`src/rtl/rf_pkg.sv`:
```
// rf_pkg: shared definitions for the register-file access controller.
//   - FSM state encoding (IDLE, LATCH, WAIT_WB, WRITE)
//   - MIPS opcode / funct constants used by the destination decoder
//   - REG_ZERO, the hard-wired zero register number
//   - is_rt_dest_op(): helper that says whether an opcode writes rt
package rf_pkg;

  typedef enum logic [1:0] {
    ST_IDLE    = 2'd0,
    ST_LATCH   = 2'd1,
    ST_WAIT_WB = 2'd2,
    ST_WRITE   = 2'd3
  } state_t;

  localparam logic [5:0] OP_RTYPE = 6'b000000;
  localparam logic [5:0] OP_JAL   = 6'b000011;
  localparam logic [5:0] OP_LW    = 6'b100011;
  localparam logic [5:0] OP_ADDI  = 6'b001000;
  localparam logic [5:0] OP_ADDIU = 6'b001001;
  localparam logic [5:0] OP_ANDI  = 6'b001100;
  localparam logic [5:0] OP_ORI   = 6'b001101;
  localparam logic [5:0] OP_SLTI  = 6'b001010;
  localparam logic [5:0] OP_LUI   = 6'b001111;

  localparam logic [5:0] FUNCT_JR = 6'b001000;

  localparam logic [4:0] REG_ZERO = 5'd0;

  // I-type opcodes whose result lands in the rt field.
  function automatic logic is_rt_dest_op(input logic [5:0] op);
    logic hit;
    case (op)
      OP_LW, OP_ADDI, OP_ADDIU, OP_ANDI,
      OP_ORI, OP_SLTI, OP_LUI:          hit = 1'b1;
      default:                          hit = 1'b0;
    endcase
    return hit;
  endfunction

endpackage

```
`src/rtl/rf_dest_decode.sv`:
```
// rf_dest_decode: combinational destination decoder.
// Turns an instruction word into {has_wb, dest}: whether the instruction
// produces a register result and which register receives it (rd, rt or
// LINK_REG). dest may legally be REG_ZERO; the controller drops such writes.
// Ports:
//   instr  [31:0] in   instruction word
//   has_wb        out  instruction produces a write-back
//   dest   [4:0]  out  destination register (REG_ZERO when has_wb=0)
module rf_dest_decode
  import rf_pkg::*;
#(
  parameter logic [4:0] LINK_REG = 5'd31
) (
  input  logic [31:0] instr,
  output logic        has_wb,
  output logic [4:0]  dest
);

  logic [5:0] opcode;
  logic [5:0] funct;
  logic [4:0] rt;
  logic [4:0] rd;
  logic       unused_fields;

  assign opcode        = instr[31:26];
  assign funct         = instr[5:0];
  assign rt            = instr[20:16];
  assign rd            = instr[15:11];
  // rs and shamt never influence the destination.
  assign unused_fields = ^{instr[25:21], instr[10:6]};

  // Destination selection from opcode/funct.
  always_comb begin
    has_wb = 1'b0;
    dest   = REG_ZERO;
    if (opcode == OP_RTYPE) begin
      if (funct == FUNCT_JR) begin
        has_wb = 1'b0;
        dest   = REG_ZERO;
      end else begin
        has_wb = 1'b1;
        dest   = rd;
      end
    end else if (is_rt_dest_op(opcode)) begin
      has_wb = 1'b1;
      dest   = rt;
    end else if (opcode == OP_JAL) begin
      has_wb = 1'b1;
      dest   = LINK_REG;
    end else begin
      // stores, branches, j and unknown opcodes: nothing to write
      has_wb = 1'b0;
      dest   = REG_ZERO;
    end
  end

endmodule

```
`src/rtl/rf_access_ctrl.sv`:
```
// rf_access_ctrl: initiator side of the register-file interface of the
// multicycle MIPS CPU. Accepts an instruction, drives rs/rt read addresses,
// latches operands A/B, waits for the result and issues exactly one write
// (never to $0).
// Optional feature macro: RF_WB_FORWARD_EN -- when defined, a LATCH that
// directly follows WRITE takes the just-written data for a matching nonzero
// source register (register files with delayed write visibility).
// Ports:
//   clk, rst (sync, active-high)
//   instr[31:0], instr_valid, instr_ready    instruction handshake
//   rf_rs[4:0], rf_rt[4:0]                   read addresses
//   rf_rdata1[31:0], rf_rdata2[31:0]         read data (combinational)
//   rf_rd[4:0], rf_wdata[31:0], rf_we        write port
//   opnd_a[31:0], opnd_b[31:0], opnd_valid   latched operands + pulse
//   wb_data[31:0], wb_valid, wb_ready        result handshake
module rf_access_ctrl
  import rf_pkg::*;
#(
  parameter logic [4:0] LINK_REG = 5'd31
) (
  input  logic        clk,
  input  logic        rst,
  input  logic [31:0] instr,
  input  logic        instr_valid,
  output logic        instr_ready,
  output logic [4:0]  rf_rs,
  output logic [4:0]  rf_rt,
  input  logic [31:0] rf_rdata1,
  input  logic [31:0] rf_rdata2,
  output logic [4:0]  rf_rd,
  output logic [31:0] rf_wdata,
  output logic        rf_we,
  output logic [31:0] opnd_a,
  output logic [31:0] opnd_b,
  output logic        opnd_valid,
  input  logic [31:0] wb_data,
  input  logic        wb_valid,
  output logic        wb_ready
);

  state_t      state;
  logic        pend_has_wb;
  logic [4:0]  pend_dest;
  logic        dec_has_wb;
  logic [4:0]  dec_dest;
  logic        accept;
  logic [31:0] next_a;
  logic [31:0] next_b;
`ifdef RF_WB_FORWARD_EN
  logic        after_write;
`endif

  rf_dest_decode #(
    .LINK_REG (LINK_REG)
  ) u_dest_decode (
    .instr  (instr),
    .has_wb (dec_has_wb),
    .dest   (dec_dest)
  );

  // instr_ready is a register that is high exactly in IDLE and WRITE.
  assign accept = instr_valid & instr_ready;

  // Operand source selection for the LATCH cycle.
  always_comb begin
    next_a = rf_rdata1;
    next_b = rf_rdata2;
`ifdef RF_WB_FORWARD_EN
    // rf_rd/rf_wdata still describe the write that just retired.
    if (after_write && (rf_rs == rf_rd) && (rf_rs != REG_ZERO)) begin
      next_a = rf_wdata;
    end else begin
      next_a = rf_rdata1;
    end
    if (after_write && (rf_rt == rf_rd) && (rf_rt != REG_ZERO)) begin
      next_b = rf_wdata;
    end else begin
      next_b = rf_rdata2;
    end
`endif
  end

  // Controller FSM with all outputs registered.
  always_ff @(posedge clk) begin
    if (rst) begin
      state       <= ST_IDLE;
      instr_ready <= 1'b1;
      wb_ready    <= 1'b0;
      rf_we       <= 1'b0;
      opnd_valid  <= 1'b0;
      rf_rs       <= REG_ZERO;
      rf_rt       <= REG_ZERO;
      rf_rd       <= REG_ZERO;
      rf_wdata    <= 32'd0;
      opnd_a      <= 32'd0;
      opnd_b      <= 32'd0;
      pend_has_wb <= 1'b0;
      pend_dest   <= REG_ZERO;
`ifdef RF_WB_FORWARD_EN
      after_write <= 1'b0;
`endif
    end else begin
      rf_we      <= 1'b0;
      opnd_valid <= 1'b0;

      // Capture the decoded instruction on every accept (IDLE or WRITE).
      if (accept) begin
        rf_rs       <= instr[25:21];
        rf_rt       <= instr[20:16];
        pend_has_wb <= dec_has_wb;
        pend_dest   <= dec_dest;
`ifdef RF_WB_FORWARD_EN
        after_write <= (state == ST_WRITE);
`endif
      end

      case (state)
        ST_IDLE: begin
          if (accept) begin
            state       <= ST_LATCH;
            instr_ready <= 1'b0;
          end
        end

        ST_LATCH: begin
          opnd_a     <= next_a;
          opnd_b     <= next_b;
          opnd_valid <= 1'b1;
          if (pend_has_wb) begin
            state    <= ST_WAIT_WB;
            wb_ready <= 1'b1;
          end else begin
            state       <= ST_IDLE;
            instr_ready <= 1'b1;
          end
        end

        ST_WAIT_WB: begin
          if (wb_valid) begin
            wb_ready    <= 1'b0;
            instr_ready <= 1'b1;
            // $0 guard: result is consumed but never written.
            if (pend_dest != REG_ZERO) begin
              state    <= ST_WRITE;
              rf_we    <= 1'b1;
              rf_rd    <= pend_dest;
              rf_wdata <= wb_data;
            end else begin
              state <= ST_IDLE;
            end
          end
        end

        ST_WRITE: begin
          if (accept) begin
            state       <= ST_LATCH;
            instr_ready <= 1'b0;
          end else begin
            state <= ST_IDLE;
          end
        end

        default: begin
          state       <= ST_IDLE;
          instr_ready <= 1'b1;
          wb_ready    <= 1'b0;
        end
      endcase
    end
  end

endmodule
```
`config.mk`:
```
export PLATFORM = sky130hd
export DESIGN_NAME = rf_access_ctrl
export DESIGN_NICKNAME = d
export VERILOG_FILES = /design/src/rtl/rf_pkg.sv /design/src/rtl/rf_dest_decode.sv /design/src/rtl/rf_access_ctrl.sv
export SDC_FILE = /design/constraint.sdc
export NUM_CORES = 1
export LEC_CHECK = 0
export BUFFER_PORTS_ARGS = -buffer_cell sky130_fd_sc_hd__buf_2
export CAP_MARGIN = 20
export CELL_PAD_IN_SITES_DETAIL_PLACEMENT = 0
export CELL_PAD_IN_SITES_GLOBAL_PLACEMENT = 2
export CORE_MARGIN = 3
export CORE_UTILIZATION = 22
export DETAILED_ROUTE_END_ITERATION = 8
export PLACE_DENSITY_LB_ADDON = 0.1
export REMOVE_ABC_BUFFERS = 1
export SYNTH_ARGS = -nofsm -noshare
export SYNTH_HDL_FRONTEND = slang
export SYNTH_SLANG_ARGS = --single-unit
```
`constraint.sdc`:
```
create_clock -name clk -period 1.6 [get_ports clk]
set_input_delay 0.24 -clock clk [delete_from_list [all_inputs] [get_ports clk]]
set_output_delay 0.24 -clock clk [all_outputs]
set_load 0.005 [all_outputs]
```
==> results of run 1 <==
-- how the worst min path moves through the flow --
stage | start | to | depth (start not counted)
after floorplan | rst | rf_rd[0]$_SDFFE_PP0P_ | 1
after global placement | rf_wdata[18]$_SDFFE_PP0P_ | rf_wdata[18]$_SDFFE_PP0P_ | 2
after detailed placement | rf_wdata[27]$_SDFFE_PP0P_ | rf_wdata[27]$_SDFFE_PP0P_ | 2
after CTS | wb_data[7] | rf_wdata[7]$_SDFFE_PP0P_ | 3
after global routing | wb_data[28] | rf_wdata[28]$_SDFFE_PP0P_ | 3
final | rf_rdata1[9] | opnd_a[9]$_SDFFE_PP0N_ | 3
-- per-layer routing --
metal	global-route usage [%]	up-vias	share of wire, %
li1	-	2155	-
met1	15.2	1864	43
met2	20.5	145	48
met3	3.97	18	7.5
met4	4.85	2	1.6
met5	0	-	0.069
-- metrics by stage --
stage / hold WS [ns] / setup WS (ns)
CTS: 0.0359 / -0.0619
floorplan: 0.309 / -1.82
finish: 0.0652 / -0.0514
global route: 0.0534 / -0.133
detailed placement: 0.443 / -0.0875
global placement: 0.441 / -0.0763
-- layout make-up --
class                      instances  area (µm²)  area share, %
clock buffer                      19         443           6.43
clock inverter                    13         215           3.12
inverter                           2        7.51          0.109
multi-input combinational        338        1920           27.9
sequential                       123        2460           35.8
tap                              265         332           4.81
timing repair buffer             262        1500           21.8
-- logic make-up (layout without fill, tap and decap cells) --
logic type / count (synthesis) / count (layout) / synth area share, %
buffers and inverters: 35 / 296 / 4.19
DFF: 123 / 123 / 54.3
muxes: 64 / 64 / 14.1
AOI/OAI and AO/OA: 79 / 79 / 9.44
adders and majority gates: 5 / 5 / 1.38
and+or+nand+nor: 190 / 190 / 16.6
-- registers in the layout (all words and copies together) (netlist names), 2 cells and up --
name,count
pend_dest,5
rf_rs,5
opnd_b,32
rf_rd,5
state,2
rf_rt,5
rf_wdata,32
opnd_a,32
-- synth_stat cells --
master / instances
dfxtp_1: 123
nand2_1: 101
nor2_1: 76
mux2i_1: 64
a21oi_1: 60
clkbuf_1: 19
buf_6: 7
o21ai_0: 7
a211oi_1: 5
buf_2: 5
ha_1: 5
and2_1: 2
buf_1: 2
inv_1: 2
nor2b_1: 2
nor3_1: 2
a221o_1: 1
a311oi_1: 1
a31oi_1: 1
and3b_1: 1
nand2_2: 1
nand2b_1: 1
nand3b_1: 1
nor4_1: 1
nor4b_1: 1
o211ai_1: 1
o21a_1: 1
o22a_1: 1
o22ai_1: 1
or4_1: 1
-- worst register-to-register path, stage by stage (launching register included) --
cell,delay [ns]
dfxtp_2,0.32
or4_4,0.52
o21a_1,0.22
and2_4,0.18
buf_16,0.17
nand2_1,0.09
a21oi_2,0.05
-- power by group through the flow --
stage	clock network [W]	logic [W]	registers [W]
detailed placement	0	0.00115	0.00342
CTS	0.00441	0.00116	0.00336
global route	0.00454	0.00127	0.00338
global placement	0	0.00114	0.00342
floorplan	0	0.000557	0.00344
finish	0.00425	0.00114	0.00336
-- repair_timing --
item	4_1_cts	5_1_grt
setup endpoints to repair	37	39
resized for setup	5	7
pin swaps	2	1
buffers inserted	0	0
endpoints found under the hold margin	0	0
gates cloned	1	1
==> summary.md, run 1 <==
| Metric | Value |
|---|---|
| Status | `finished with violations` |
| Violations in the final reports | `negative setup slack` |
| Setup crit end | `rf_wdata[2]$_SDFFE_PP0P_` |
| Initial Utilization | `between 20% and 30%` |
| N_diodes | `0` |
| Number of global-route vias before repair | `4113` |
| Die area | `22400 µm²` |
| GRT Util Overall | `12.5%` |
| Power Density | `1270 nW/µm²` |
| Routed Antenna Nets | `0` |
| Clock power frac | `48.6%` |
| Final Util | `about a third` |
| RR Startpoint | `pend_dest[0]$_SDFFE_PP0P_` |
| Skew-Pair Late Insertion Delay | `between 0.4 and 0.5 ns` |
| Via count | `4184` |
| Worst-Margin Slew | `0.430 ns` |
| Syn Inst Count | `496` |
| Most frequent cells in the layout | `buf_2, dfxtp_1, nand2_1, nor2_1, mux2i_1` |
| Peak VDD IR | `695 µV` |
| Setup TNS | `-1.53 ns` |
| DR vias/cell | `4.09` |
| Crit path launch type | `flip-flop` |
| Tcrit/Tclk final | `103%` |
| Port Buffers | `241` |
| CTS tree | `built` |
| Proportion of power drawn by combinational gates | `a little over an eighth` |
| CP top delay family | `simple AND/OR/NAND/NOR gates` |
| Fillers | `2108` |
| CP Max Fanout | `18` |
| Post-Place Cell Area | `between 6000 and 7000 µm²` |
| Clock root cell | `clkbuf_16` |
| Slowest cell on the critical path | `or4_4` |
| R2R depth | `6` |
| Largest stage delay on the critical path | `0.52 ns` |
| Hold-fix buffers at CTS | `0` |
| Avg Inst Size Synth | `9.14 µm²` |
| Seq pwr share | `38.4%` |
| Crit. Startpoint | `pend_dest[0]$_SDFFE_PP0P_` |
| Maxcap violations | `0` |
| Leading area contributor after synthesis | `dfxtp_1` |
| Area Overhead vs Synth | `51.9%` |
| Drc violations | `0` |
| Worst hold path type | `in -> reg` |
| Worst-path cell chain | `or4_4 > o21a_1 > and2_4 > buf_16 > nand2_1 > a21oi_2` |
| Post-Syn Area | `4530 µm²` |
| Max-Slew Margin vs Limit | `71.3%` |
| DRT iter0 DRCs | `133` |
| Reg-to-reg slack, setup | `-0.05 ns` |
| CP Data Required Time | `1.90 ns` |
| # clock sinks | `123` |
| Final Hold Viols | `0` |
| Leakage dissipation | `3.22 nW` |
| WS Path Type | `reg -> reg` |
| Fin nets | `881` |
| Worst-path clk slew | `0.06 ns` |
| RSZ-0062 raised after global routing | `true` |
| Layout Cells excl Fill | `between 1000 and 1500` |
| Synth area leaders | `dfxtp_1, mux2i_1, nand2_1` |
| Max-slew violation count | `0` |
| Crit path buf inv count | `1` |
| Final WS setup | `-0.0514 ns` |
| CTS Buf Count | `17` |
| Drt wl/cell | `14.2 µm` |
| Internal power | `~0.0067 W` |
| Die Height | `150 µm` |
| CP arrival | `1.96 ns` |
| Total power | `0.00875 W` |
| Largest net degree at the start of global routing | `39` |
| GRT overflow | `0` |
| Clock Skew | `0.00692 ns` |
| Antenna violations before repair | `1` |
| CTS max path bufs | `2` |
| Hpwl dp | `10400 µm` |
| I/O pins | `247` |
| Commonest non-fill, non-tap cell in the layout | `buf_2` |
| Switch share | `approximately a quarter` |
| Crit path depth | `6` |
| Placed Cells | `988` |
| Library cells used by synthesis | `30` |
| Post-synthesis register bit count | `123` |
| Ratio of cells with drive above 1 in the final layout | `40.2%` |
| Final WL | `14500 µm` |
| CTS H-Tree Depth | `4` |
| Max frequency | `606 MHz` |
| Fin area | `6890 µm²` |
| Final setup violation count | `37` |
| Register area share after synthesis | `54.3%` |
| Global-route wire length before repair | `21700 µm` |
| CP endpoint kind | `flip-flop` |
| Top cell type's share of synthesized area | `54.3%` |
| Total net switching power | `0.00207 W` |
| Synth warn | `0` |
| Core ar. | `roughly 20000 µm²` |
| Rows | `51` |
| Gpl congestion | `0.701` |
| Die X | `150 µm` |
| Crit path time final | `1.65 ns` |
| Drt first pass iters | `4` |
| FF-to-FF End | `rf_wdata[2]$_SDFFE_PP0P_` |
Note: power is estimated with default switching activity, not from simulation.
==> run 2, diff against run 1 <==
--- a/config.mk
+++ b/config.mk
@@ -7,5 +7,4 @@
 export LEC_CHECK = 0
 export BUFFER_PORTS_ARGS = -buffer_cell sky130_fd_sc_hd__buf_2
-export CAP_MARGIN = 20
 export CELL_PAD_IN_SITES_DETAIL_PLACEMENT = 0
 export CELL_PAD_IN_SITES_GLOBAL_PLACEMENT = 2
@@ -15,4 +14,5 @@
 export PLACE_DENSITY_LB_ADDON = 0.1
 export REMOVE_ABC_BUFFERS = 1
+export SKIP_CTS_REPAIR_TIMING = 1
 export SYNTH_ARGS = -nofsm -noshare
 export SYNTH_HDL_FRONTEND = slang
==> constraint.sdc (replaced) <==
create_clock -name clk -period 1.6 [get_ports clk]
set_input_delay 0.24 -clock clk [delete_from_list [all_inputs] [get_ports clk]]
set_output_delay 0.24 -clock clk [all_outputs]
set_load 0.01 [all_outputs]
==> run 2 against run 1 <==
Effect of this change: the run still ends with negative setup slack left; hold slack worse by 0.0021 ns; critical path depth unchanged; core utilization about the same; final cell count unchanged; combinational power grew 6%; wire length barely moved; maximum frequency shrank 2.2%; global-route usage is 0.27 points lower; design area about the same; flip-flop and latch count is the same; first-iteration DRC count grew 5.3%; power rose by 0.81%; critical path type unchanged.
==> summary.md, run 2 (same netlist as run 1, synthesis figures left out) <==
| Metric | Value |
|---|---|
| Peak VDD IR | `697 µV (was 695 µV)` |
| Fin nets | `881 (unchanged)` |
| Clock power frac | `48.2% (was 48.6%)` |
| Initial Utilization | `22.8% (unchanged)` |
| Die Height | `150 µm (unchanged)` |
| CP Data Required Time | `1.90 ns (about the same)` |
| Worst hold path type | `in -> reg (unchanged)` |
| Area Overhead vs Synth | `52.0% (was 51.9%)` |
| Gpl congestion | `0.701 (unchanged)` |
| RR Startpoint | `pend_dest[0]$_SDFFE_PP0P_ (unchanged)` |
| Final Util | `34.7% (about the same)` |
| Max frequency | `592 MHz (was 606 MHz)` |
| HP Start | `rf_rdata1[9] (unchanged)` |
| Largest net degree at the start of global routing | `39 (unchanged)` |
| CP endpoint kind | `flip-flop (unchanged)` |
| Hpwl dp | `10400 µm (unchanged)` |
| RSZ-0062 raised after global routing | `true (unchanged)` |
| Post-Place Cell Area | `6150 µm² (unchanged)` |
| DRT iter0 DRCs | `140 (was 133)` |
| Status | `finished with violations (unchanged)` |
| Proportion of power drawn by combinational gates | `13.7% (was 13.0%)` |
| Commonest non-fill, non-tap cell in the layout | `buf_2 (unchanged)` |
| Antenna violations before repair | `1 (unchanged)` |
| Seq pwr share | `38.1% (was 38.4%)` |
| Max-slew violation count | `0 (unchanged)` |
| Drc violations | `0 (unchanged)` |
| Reg-to-reg slack, setup | `-0.09 ns (was -0.05 ns)` |
| Drt first pass iters | `4 (unchanged)` |
| Global-route wire length before repair | `21400 µm (was 21700 µm)` |
| Worst-path cell chain | `or4_4 > o21a_1 > and2_4 > clkbuf_16 > nand2_1 > a21oi_1 (was or4_4 > o21a_1 > and2_4 > buf_16 > nand2_1 > a21oi_2)` |
| Fin area | `6890 µm² (about the same)` |
| Die area | `22400 µm² (unchanged)` |
| GRT Util Overall | `12.2% (was 12.5%)` |
| Most frequent cells in the layout | `buf_2, dfxtp_1, nand2_1, nor2_1, mux2i_1 (unchanged)` |
| Drt wl/cell | `14.1 µm (was 14.2 µm)` |
| N_diodes | `0 (unchanged)` |
| Setup TNS | `-2.48 ns (was -1.53 ns)` |
| CTS H-Tree Depth | `4 (unchanged)` |
| Largest stage delay on the critical path | `0.53 ns (was 0.52 ns)` |
| Port Buffers | `241 (unchanged)` |
| Maxcap violations | `0 (unchanged)` |
| Total net switching power | `0.00214 W (was 0.00207 W)` |
| Endpoint, Worst Hold | `opnd_a[9]$_SDFFE_PP0N_ (unchanged)` |
| Leakage dissipation | `3.22 nW (about the same)` |
| CP arrival | `1.98 ns (was 1.96 ns)` |
| DR vias/cell | `4.07 (was 4.09)` |
| Largest registers | `opnd_a (32), opnd_b (32), rf_wdata (32) (unchanged)` |
| Clock root cell | `clkbuf_16 (unchanged)` |
| CTS tree | `built (unchanged)` |
| Worst-Margin Slew | `0.432 ns (was 0.430 ns)` |
| Final WL | `14500 µm (about the same)` |
| Worst-path clk slew | `0.06 ns (about the same)` |
| Final WS setup | `-0.0886 ns (was -0.0514 ns)` |
| Final setup violation count | `37 (unchanged)` |
| Crit path launch type | `flip-flop (unchanged)` |
| Clock Skew | `0.00649 ns (was 0.00692 ns)` |
| Number of global-route vias before repair | `4083 (was 4113)` |
| R2R depth | `6 (unchanged)` |
| CP Max Fanout | `18 (unchanged)` |
| Core ar. | `19800 µm² (unchanged)` |
| Crit. Startpoint | `pend_dest[0]$_SDFFE_PP0P_ (unchanged)` |
| Fillers | `2108 (unchanged)` |
| WS Path Type | `reg -> reg (unchanged)` |
| FF-to-FF End | `rf_rd[2]$_SDFFE_PP0P_ (was rf_wdata[2]$_SDFFE_PP0P_)` |
| CTS max path bufs | `2 (unchanged)` |
| Switch share | `24.3% (was 23.7%)` |
| Tcrit/Tclk final | `106% (was 103%)` |
| Final Hold Viols | `0 (unchanged)` |
| Routed Antenna Nets | `0 (unchanged)` |
| # clock sinks | `123 (unchanged)` |
| Power Density | `1280 nW/µm² (was 1270 nW/µm²)` |
| Max-Slew Margin vs Limit | `71.2% (was 71.3%)` |
| Crit path time final | `1.69 ns (was 1.65 ns)` |
| Skew-Pair Late Insertion Delay | `0.41 ns (about the same)` |
| CTS Buf Count | `17 (unchanged)` |
| Rows | `51 (unchanged)` |
| Ratio of cells with drive above 1 in the final layout | `40.3% (was 40.2%)` |
| Internal power | `0.00668 W (about the same)` |
| Violations in the final reports | `negative setup slack (unchanged)` |
| I/O pins | `247 (unchanged)` |
| Slowest cell on the critical path | `or4_4 (unchanged)` |
| GRT overflow | `0 (unchanged)` |
| Via count | `4164 (was 4184)` |
| Die X | `150 µm (unchanged)` |
| Hold Crit Depth | `3 (unchanged)` |
-- run 2: final cells by class --
cell class	instances	area (µm²)	area share, %
Multi-Input combinational cell	338	1930	28.0
Timing Repair Buffer	262	1500	21.8
Sequential cell	123	2460	35.7
Inverter	2	7.51	0.109
Clock inverter	13	215	3.12
Tap cell	265	332	4.81
Clock buffer	19	443	6.42
-- run 2: power by group through the flow --
stage          sequential (W)  clock (W)  combinational, W
5_1_grt               0.00338    0.00454           0.00134
3_3_place_gp          0.00342          0           0.00121
2_1_floorplan         0.00351          0          0.000556
6_report              0.00336    0.00425           0.00121
4_1_cts               0.00336    0.00441           0.00123
3_5_place_dp          0.00342          0           0.00122
-- run 2: worst max path at each step --
stage / end / slack, ns / depth (start not counted)
final: rf_rd[2]$_SDFFE_PP0P_ / -0.09 / 6
after floorplan: instr_ready$_SDFFE_PP1P_ / -1.82 / 4
after CTS: rf_wdata[21]$_SDFFE_PP0P_ / -0.09 / 6
after global routing: rf_wdata[22]$_SDFFE_PP0P_ / -0.15 / 6
after global placement: rf_wdata[24]$_SDFFE_PP0P_ / -0.08 / 6
after detailed placement: rf_wdata[18]$_SDFFE_PP0P_ / -0.09 / 6
-- run 2: per-stage QoR --
| stage | worst slack, ns | cells | hold slack (ns) | power, W |
|---|---|---|---|---|
| after floorplan | -1.82 | 463 | 0.309 | 0.00407 |
| after global placement | -0.0763 | 988 | 0.441 | 0.00463 |
| after detailed placement | -0.0875 | 988 | 0.443 | 0.00464 |
| after CTS | -0.0911 | 1020 | 0.0359 | 0.00899 |
| after global routing | -0.148 | 1022 | 0.0533 | 0.00926 |
| final | -0.0886 | 1022 | 0.0631 | 0.00882 |
-- run 2: critical path, delay by kind of cell, from the launching register on --
| kind | cells | cell delay, ns |
|---|---|---|
| AOI/OAI and AO/OA | 2 | 0.29 |
| DFF | 1 | 0.31 |
| and+or+nand+nor | 3 | 0.79 |
| buffers and inverters | 1 | 0.19 |
-- run 2: per-layer routing --
layer	routed length (µm)	GRT usage, %
met1	6190	14.9
met2	6970	19.9
met3	1080	3.97
met4	213	4.85
met5	10	0
